==> src/rtl/dds_sweep_ctrl.sv <==
// ----------------------------------------------------------------------------
// dds_sweep_ctrl
//   Frequency-sweep / hop sequencer for the DDS waveform generator. It steps
//   the tuning word linearly from start_word by step_word, holding each value
//   for dwell+1 cycles. It supports single-shot and continuous modes and uses
//   a start/busy/done handshake.
//
// Ports
//   clk_in      : single clock; all logic on its rising edge
//   rst_in      : asynchronous, active-high reset
//   start       : sweep request, sampled only while idle
//   abort       : terminate sweep immediately; priority over start and hold
//   hold        : freeze counters and outputs while running
//   mode_cont   : 0 = single-shot, 1 = continuous (restart at start_word)
//   start_word  : first tuning word of a pass
//   step_word   : signed increment per step (two's complement)
//   step_num    : number of steps; step_num+1 distinct words per pass
//   dwell       : each word is held dwell+1 cycles
//   pha_in      : phase offset forwarded to Pha_word at start
//   Fre_word    : registered tuning word to the DDS
//   Pha_word    : registered phase word to the DDS
//   busy        : high while a sweep is running
//   done        : one-cycle pulse at the end of a single-shot sweep
//   step_tick   : one-cycle pulse on every edge that loads a new Fre_word
// ----------------------------------------------------------------------------
module dds_sweep_ctrl #(
    parameter int PHASE_WIDTH = 32,
    parameter int STEP_WIDTH  = 16,
    parameter int DWELL_WIDTH = 16
) (
    input  logic                   clk_in,
    input  logic                   rst_in,
    input  logic                   start,
    input  logic                   abort,
    input  logic                   hold,
    input  logic                   mode_cont,
    input  logic [PHASE_WIDTH-1:0] start_word,
    input  logic [PHASE_WIDTH-1:0] step_word,
    input  logic [STEP_WIDTH-1:0]  step_num,
    input  logic [DWELL_WIDTH-1:0] dwell,
    input  logic [PHASE_WIDTH-1:0] pha_in,
    output logic [PHASE_WIDTH-1:0] Fre_word,
    output logic [PHASE_WIDTH-1:0] Pha_word,
    output logic                   busy,
    output logic                   done,
    output logic                   step_tick
);

    typedef enum logic {
        S_IDLE = 1'b0,
        S_RUN  = 1'b1
    } state_t;

    localparam logic [STEP_WIDTH-1:0]  STEP_ONE  = STEP_WIDTH'(1);
    localparam logic [DWELL_WIDTH-1:0] DWELL_ONE = DWELL_WIDTH'(1);

    state_t                   state_q, state_d;
    logic [PHASE_WIDTH-1:0]   fre_q, fre_d;
    logic [PHASE_WIDTH-1:0]   pha_q, pha_d;
    logic                     busy_q, busy_d;
    logic                     done_q, done_d;
    logic                     tick_q, tick_d;
    logic [STEP_WIDTH-1:0]    step_idx_q, step_idx_d;
    logic [DWELL_WIDTH-1:0]   dwell_cnt_q, dwell_cnt_d;

    // Sweep configuration captured at start so input changes mid-sweep are ignored.
    logic [PHASE_WIDTH-1:0]   start_l_q, start_l_d;
    logic [PHASE_WIDTH-1:0]   step_l_q, step_l_d;
    logic [STEP_WIDTH-1:0]    step_num_l_q, step_num_l_d;
    logic [DWELL_WIDTH-1:0]   dwell_l_q, dwell_l_d;
    logic                     cont_l_q, cont_l_d;

    always_comb begin
        state_d      = state_q;
        fre_d        = fre_q;
        pha_d        = pha_q;
        busy_d       = busy_q;
        done_d       = 1'b0;
        tick_d       = 1'b0;
        step_idx_d   = step_idx_q;
        dwell_cnt_d  = dwell_cnt_q;
        start_l_d    = start_l_q;
        step_l_d     = step_l_q;
        step_num_l_d = step_num_l_q;
        dwell_l_d    = dwell_l_q;
        cont_l_d     = cont_l_q;

        if (abort) begin
            // Output words are deliberately left at their last value.
            state_d = S_IDLE;
            busy_d  = 1'b0;
        end else begin
            case (state_q)
                S_IDLE: begin
                    if (start) begin
                        start_l_d    = start_word;
                        step_l_d     = step_word;
                        step_num_l_d = step_num;
                        dwell_l_d    = dwell;
                        cont_l_d     = mode_cont;
                        fre_d        = start_word;
                        pha_d        = pha_in;
                        step_idx_d   = '0;
                        dwell_cnt_d  = '0;
                        busy_d       = 1'b1;
                        tick_d       = 1'b1;
                        state_d      = S_RUN;
                    end
                end
                S_RUN: begin
                    if (!hold) begin
                        if (dwell_cnt_q != dwell_l_q) begin
                            dwell_cnt_d = dwell_cnt_q + DWELL_ONE;
                        end else if (step_idx_q != step_num_l_q) begin
                            // Modular add: a sweep may wrap through zero.
                            fre_d       = fre_q + step_l_q;
                            step_idx_d  = step_idx_q + STEP_ONE;
                            dwell_cnt_d = '0;
                            tick_d      = 1'b1;
                        end else if (cont_l_q) begin
                            fre_d       = start_l_q;
                            step_idx_d  = '0;
                            dwell_cnt_d = '0;
                            tick_d      = 1'b1;
                        end else begin
                            busy_d  = 1'b0;
                            done_d  = 1'b1;
                            state_d = S_IDLE;
                        end
                    end
                end
                default: state_d = S_IDLE;
            endcase
        end
    end

    always_ff @(posedge clk_in or posedge rst_in) begin
        if (rst_in) begin
            state_q      <= S_IDLE;
            fre_q        <= '0;
            pha_q        <= '0;
            busy_q       <= 1'b0;
            done_q       <= 1'b0;
            tick_q       <= 1'b0;
            step_idx_q   <= '0;
            dwell_cnt_q  <= '0;
            start_l_q    <= '0;
            step_l_q     <= '0;
            step_num_l_q <= '0;
            dwell_l_q    <= '0;
            cont_l_q     <= 1'b0;
        end else begin
            state_q      <= state_d;
            fre_q        <= fre_d;
            pha_q        <= pha_d;
            busy_q       <= busy_d;
            done_q       <= done_d;
            tick_q       <= tick_d;
            step_idx_q   <= step_idx_d;
            dwell_cnt_q  <= dwell_cnt_d;
            start_l_q    <= start_l_d;
            step_l_q     <= step_l_d;
            step_num_l_q <= step_num_l_d;
            dwell_l_q    <= dwell_l_d;
            cont_l_q     <= cont_l_d;
        end
    end

    assign Fre_word  = fre_q;
    assign Pha_word  = pha_q;
    assign busy      = busy_q;
    assign done      = done_q;
    assign step_tick = tick_q;

endmodule

==> config.mk <==
export PLATFORM = sky130hd
export DESIGN_NAME = dds_sweep_ctrl
export DESIGN_NICKNAME = d
export VERILOG_FILES = /design/src/rtl/dds_sweep_ctrl.sv
export SDC_FILE = /design/constraint.sdc
export NUM_CORES = 1
export LEC_CHECK = 0
export CAP_MARGIN = 20
export CORE_MARGIN = 3
export CORE_UTILIZATION = 53
export DETAILED_ROUTE_END_ITERATION = 16
export GPL_ROUTABILITY_DRIVEN = 0
export HOLD_SLACK_MARGIN = 0.15
export PLACE_DENSITY = 0.86
export SLEW_MARGIN = 10
export SYNTH_ARGS = -nofsm -noshare
export SYNTH_HDL_FRONTEND = slang
export SYNTH_SLANG_ARGS = --single-unit
==> constraint.sdc <==
create_clock -name clk_in -period 10.4 [get_ports clk_in]
set_input_delay 2.6 -clock clk_in [delete_from_list [all_inputs] [get_ports clk_in]]
set_output_delay 2.6 -clock clk_in [all_outputs]
set_load 0.1 [all_outputs]
==> results.md <==
* Status: complete, no violations
* CP arrival at between 2 and 2.5 ns
* Syn Nets at ~1100
* Post-Route Skew at 0.01767 ns
* Fin crit period at roughly 4.7 ns
* Root Buffer: clkbuf_16
* WP data required at around 7.8 ns
* Synth unique cells at 73
* Post-synth EDFFs at 0
* Die span in y at 145.9 um
* Clock slew at reported path FFs at roughly 0.080 ns
* Port Buffers at 200
* VDD IR max at 0.1661 mV
* Asr flop ratio synth at 1.000
* Die area at 21300 um2
* Fill cells at ~1400
* Total CTS buffers at 17
* Max Transition Viols Final at 0
* Setup bufs post-CTS at 0
* Hold_buf cts at 0
* Slew headroom at 0.2918
* Iter 0 DRT Violations at 530
* Syn avg cell area at around 11 um2
* Reg2reg start: step_idx_q[11]
* Crit-path cells: clkdlybuf4s50_1
* Area Overhead vs Synth at 26.42%
* Final Net Count at ~1300
* FF/Latch Area at around 5000 um2
* PD cells at roughly 240 nW/um2
* Drt pass-1 iters at 5
* Width of the die at 145.9 um
* Slew @ Worst Pin at about 1.1 ns
* Startpoint Class: register
* Worst reg2reg setup slack at roughly 6.9 ns
* Total I/O pin count at 201
* Global-route wire length before repair at 42130 um
* Largest net degree at the start of global routing at 120
* Clk_lat worst skew at around 0.45 ns
* Crit path launch: Fre_word[1]
* Synth Instances at 950
* Post-DRT Antenna Nets at 0
* Overflow after GRT at 0
* Yosys reg bits at just under 200
* Crit path kind: register to primary output
* Max_cap viols at 0
* Area of the multi-input gates at 5099 um2
* Post-route setup TNS at 0 ns
* Antenna diode count at 0
* RSZ-0062 raised after global routing: false
* Critical R2R Capture: Fre_word[24]
* # setup viols final at 0
* Via count at ~8000
* Worst Reg-to-Reg Cells at 10
* Crit. End Element: primary output
* Pre-CTS setup slack at approximately 5.4 ns
* CTS tree: built
* Family with the most delay on the worst path: buffers and inverters
* Core Area at approximately 19000 um2
* P_leak at between 5 and 6 nW
* Crit Path Max Fanout at 4
* Initial antenna violation count at 2
* Vias per cell at between 5 and 6
* Layout cells sized above 1 at 0.1662
* Achievable Freq at ~0.21 GHz
* Worst path max stage delay at about 1.2 ns
* DR WL/cell at 18.33 um
* Vias in the first global route at approximately 8300
* Final WL at between 20000 and 30000 um
* Crit path max-delay cell type: clkdlybuf4s50_1
* Hpwl dp at about 18000 um
* Overall global routing resource usage at 0.2431
* HP Class: register to register
* Worst setup margin at between 5 and 6 ns
* Clock tree buffer depth at 2
* Rows at 50
* Sequential area share after synthesis at 0.4750
* Critical path endpoint: Fre_word[1]
* Initial Utilization at 0.5475
* Cell count along the critical path at 1
* Final Cycle Share at 0.4493
* Drt drc at 0
* H-tree depth at 4
* # clock sinks at just under 200
* Top_reg_cell synth: dfrtp_1
* Yosys warning count at 0
* Mapped cell area at slightly above 10000 um2
* Buf+Inv Stages, Crit Path at 1
* Post-CTS sizing at 0
* Tot Pwr at ~3.1 mW
* Hold Violations, Final at 0
## layout make-up
class,count,share of cell area
multi-input cells,683,0.3887
flip-flops and latches,197,0.3759
well taps,260,0.02480
clock buffers,17,0.03243
repair buffers,207,0.1566
inverters,24,0.007439
clock inverters,15,0.01421
## stage by stage
stage / hold WS (ns) / area [um2] / std cells / utilization
after floorplan: 0.4667 / 10380 / 950 / -
after global placement: 0.4880 / 12510 / 1371 / 0.6598
after detailed placement: 0.4950 / 12510 / 1371 / 0.6598
after CTS: 0.5110 / 13120 / 1403 / 0.6921
after global routing: 0.5180 / 13120 / 1403 / 0.6921
final: 0.5110 / 13120 / 1403 / 0.6921
## flip-flops by register name, indices dropped and copies added (netlist names), 16 cells and up
signal and cells:
Fre_word 32, Pha_word 32, start_l_q 32, step_l_q 32, dwell_cnt_q 16, dwell_l_q 16
step_idx_q 16, step_num_l_q 16
## cells by family after synthesis
group	after synthesis	synth area share
multiplexers	145	0.1554
flip-flops	197	0.4750
adder cells (fa/ha/maj)	34	0.04172
AO/OA/AOI/OAI	220	0.1376
XOR/XNOR	68	0.05739
AND/OR/NAND/NOR	216	0.09874
buffers and inverters	70	0.03412
## cells in the final DEF (no fill, tap or decap), types with 5 or more instances in the layout
cell / count
mux2_2: 128
mux2i_1: 16
xor2_1: 36
inv_1: 22
nand3_1: 12
nand2b_1: 6
o21bai_1: 5
buf_4: 7
nand2_1: 90
clkdlybuf4s50_1: 200
a21o_1: 13
a211oi_1: 7
and2_1: 8
xnor2_1: 32
o21ai_0: 78
and3_1: 10
nor2_1: 47
a31oi_1: 5
o31ai_1: 6
nor3_1: 6
nand4_1: 14
o221ai_1: 7
a21oi_1: 49
dfrtp_1: 196
o21ai_1: 7
ha_1: 33
clkinv_8: 7
clkbuf_16: 17
## routing by layer
layer	up-vias	track usage	part of all wire
met5	-	0	0.0014
met4	4	0.06268	0.012
met3	33	0.08533	0.087
met2	272	0.4089	0.49
met1	3937	0.3004	0.41
li1	3775	-	-
## where the power goes
| group | switching [mW] | internal (mW) | total (mW) |
|---|---|---|---|
| registers | 0.108 | 0.902 | 1.01 |
| clock network | 0.340 | 0.326 | 0.667 |
| logic | 0.932 | 0.503 | 1.44 |
## synth_stat cells (all sizes together) (6+ instances only)
master	n	share of area
nand3	12	0.0058
dfrtp	197	0.48
and2	8	0.0048
nand2	91	0.033
a21o	13	0.0094
xnor2	32	0.027
inv	24	0.0087
o221ai	8	0.0074
o21ai	89	0.044
mux2i	16	0.015
o31ai	6	0.0043
nand2b	6	0.0036
nor3	6	0.0029
nand4	15	0.0096
a31oi	7	0.0054
clkbuf	22	0.0090
mux2	129	0.14
a211oi	7	0.0051
nor2	47	0.017
nor4	6	0.0057
xor2	36	0.030
buf	23	0.013
a21oi	50	0.025
ha	33	0.040
and3	11	0.0068
## worst min path at each step
stage                               from        endpoint  slack (ns)  depth (start not counted)
after CTS                  start_l_q[14]   start_l_q[14]        0.51                          1
after global placement     start_l_q[14]   start_l_q[14]        0.49                          1
after global routing       start_l_q[14]   start_l_q[14]        0.52                          1
final                      start_l_q[14]   start_l_q[14]        0.51                          1
after detailed placement    Pha_word[26]    Pha_word[26]        0.50                          1
after floorplan           step_idx_q[15]  step_idx_q[15]        0.47                          1
(Power assumes the default switching activity.)
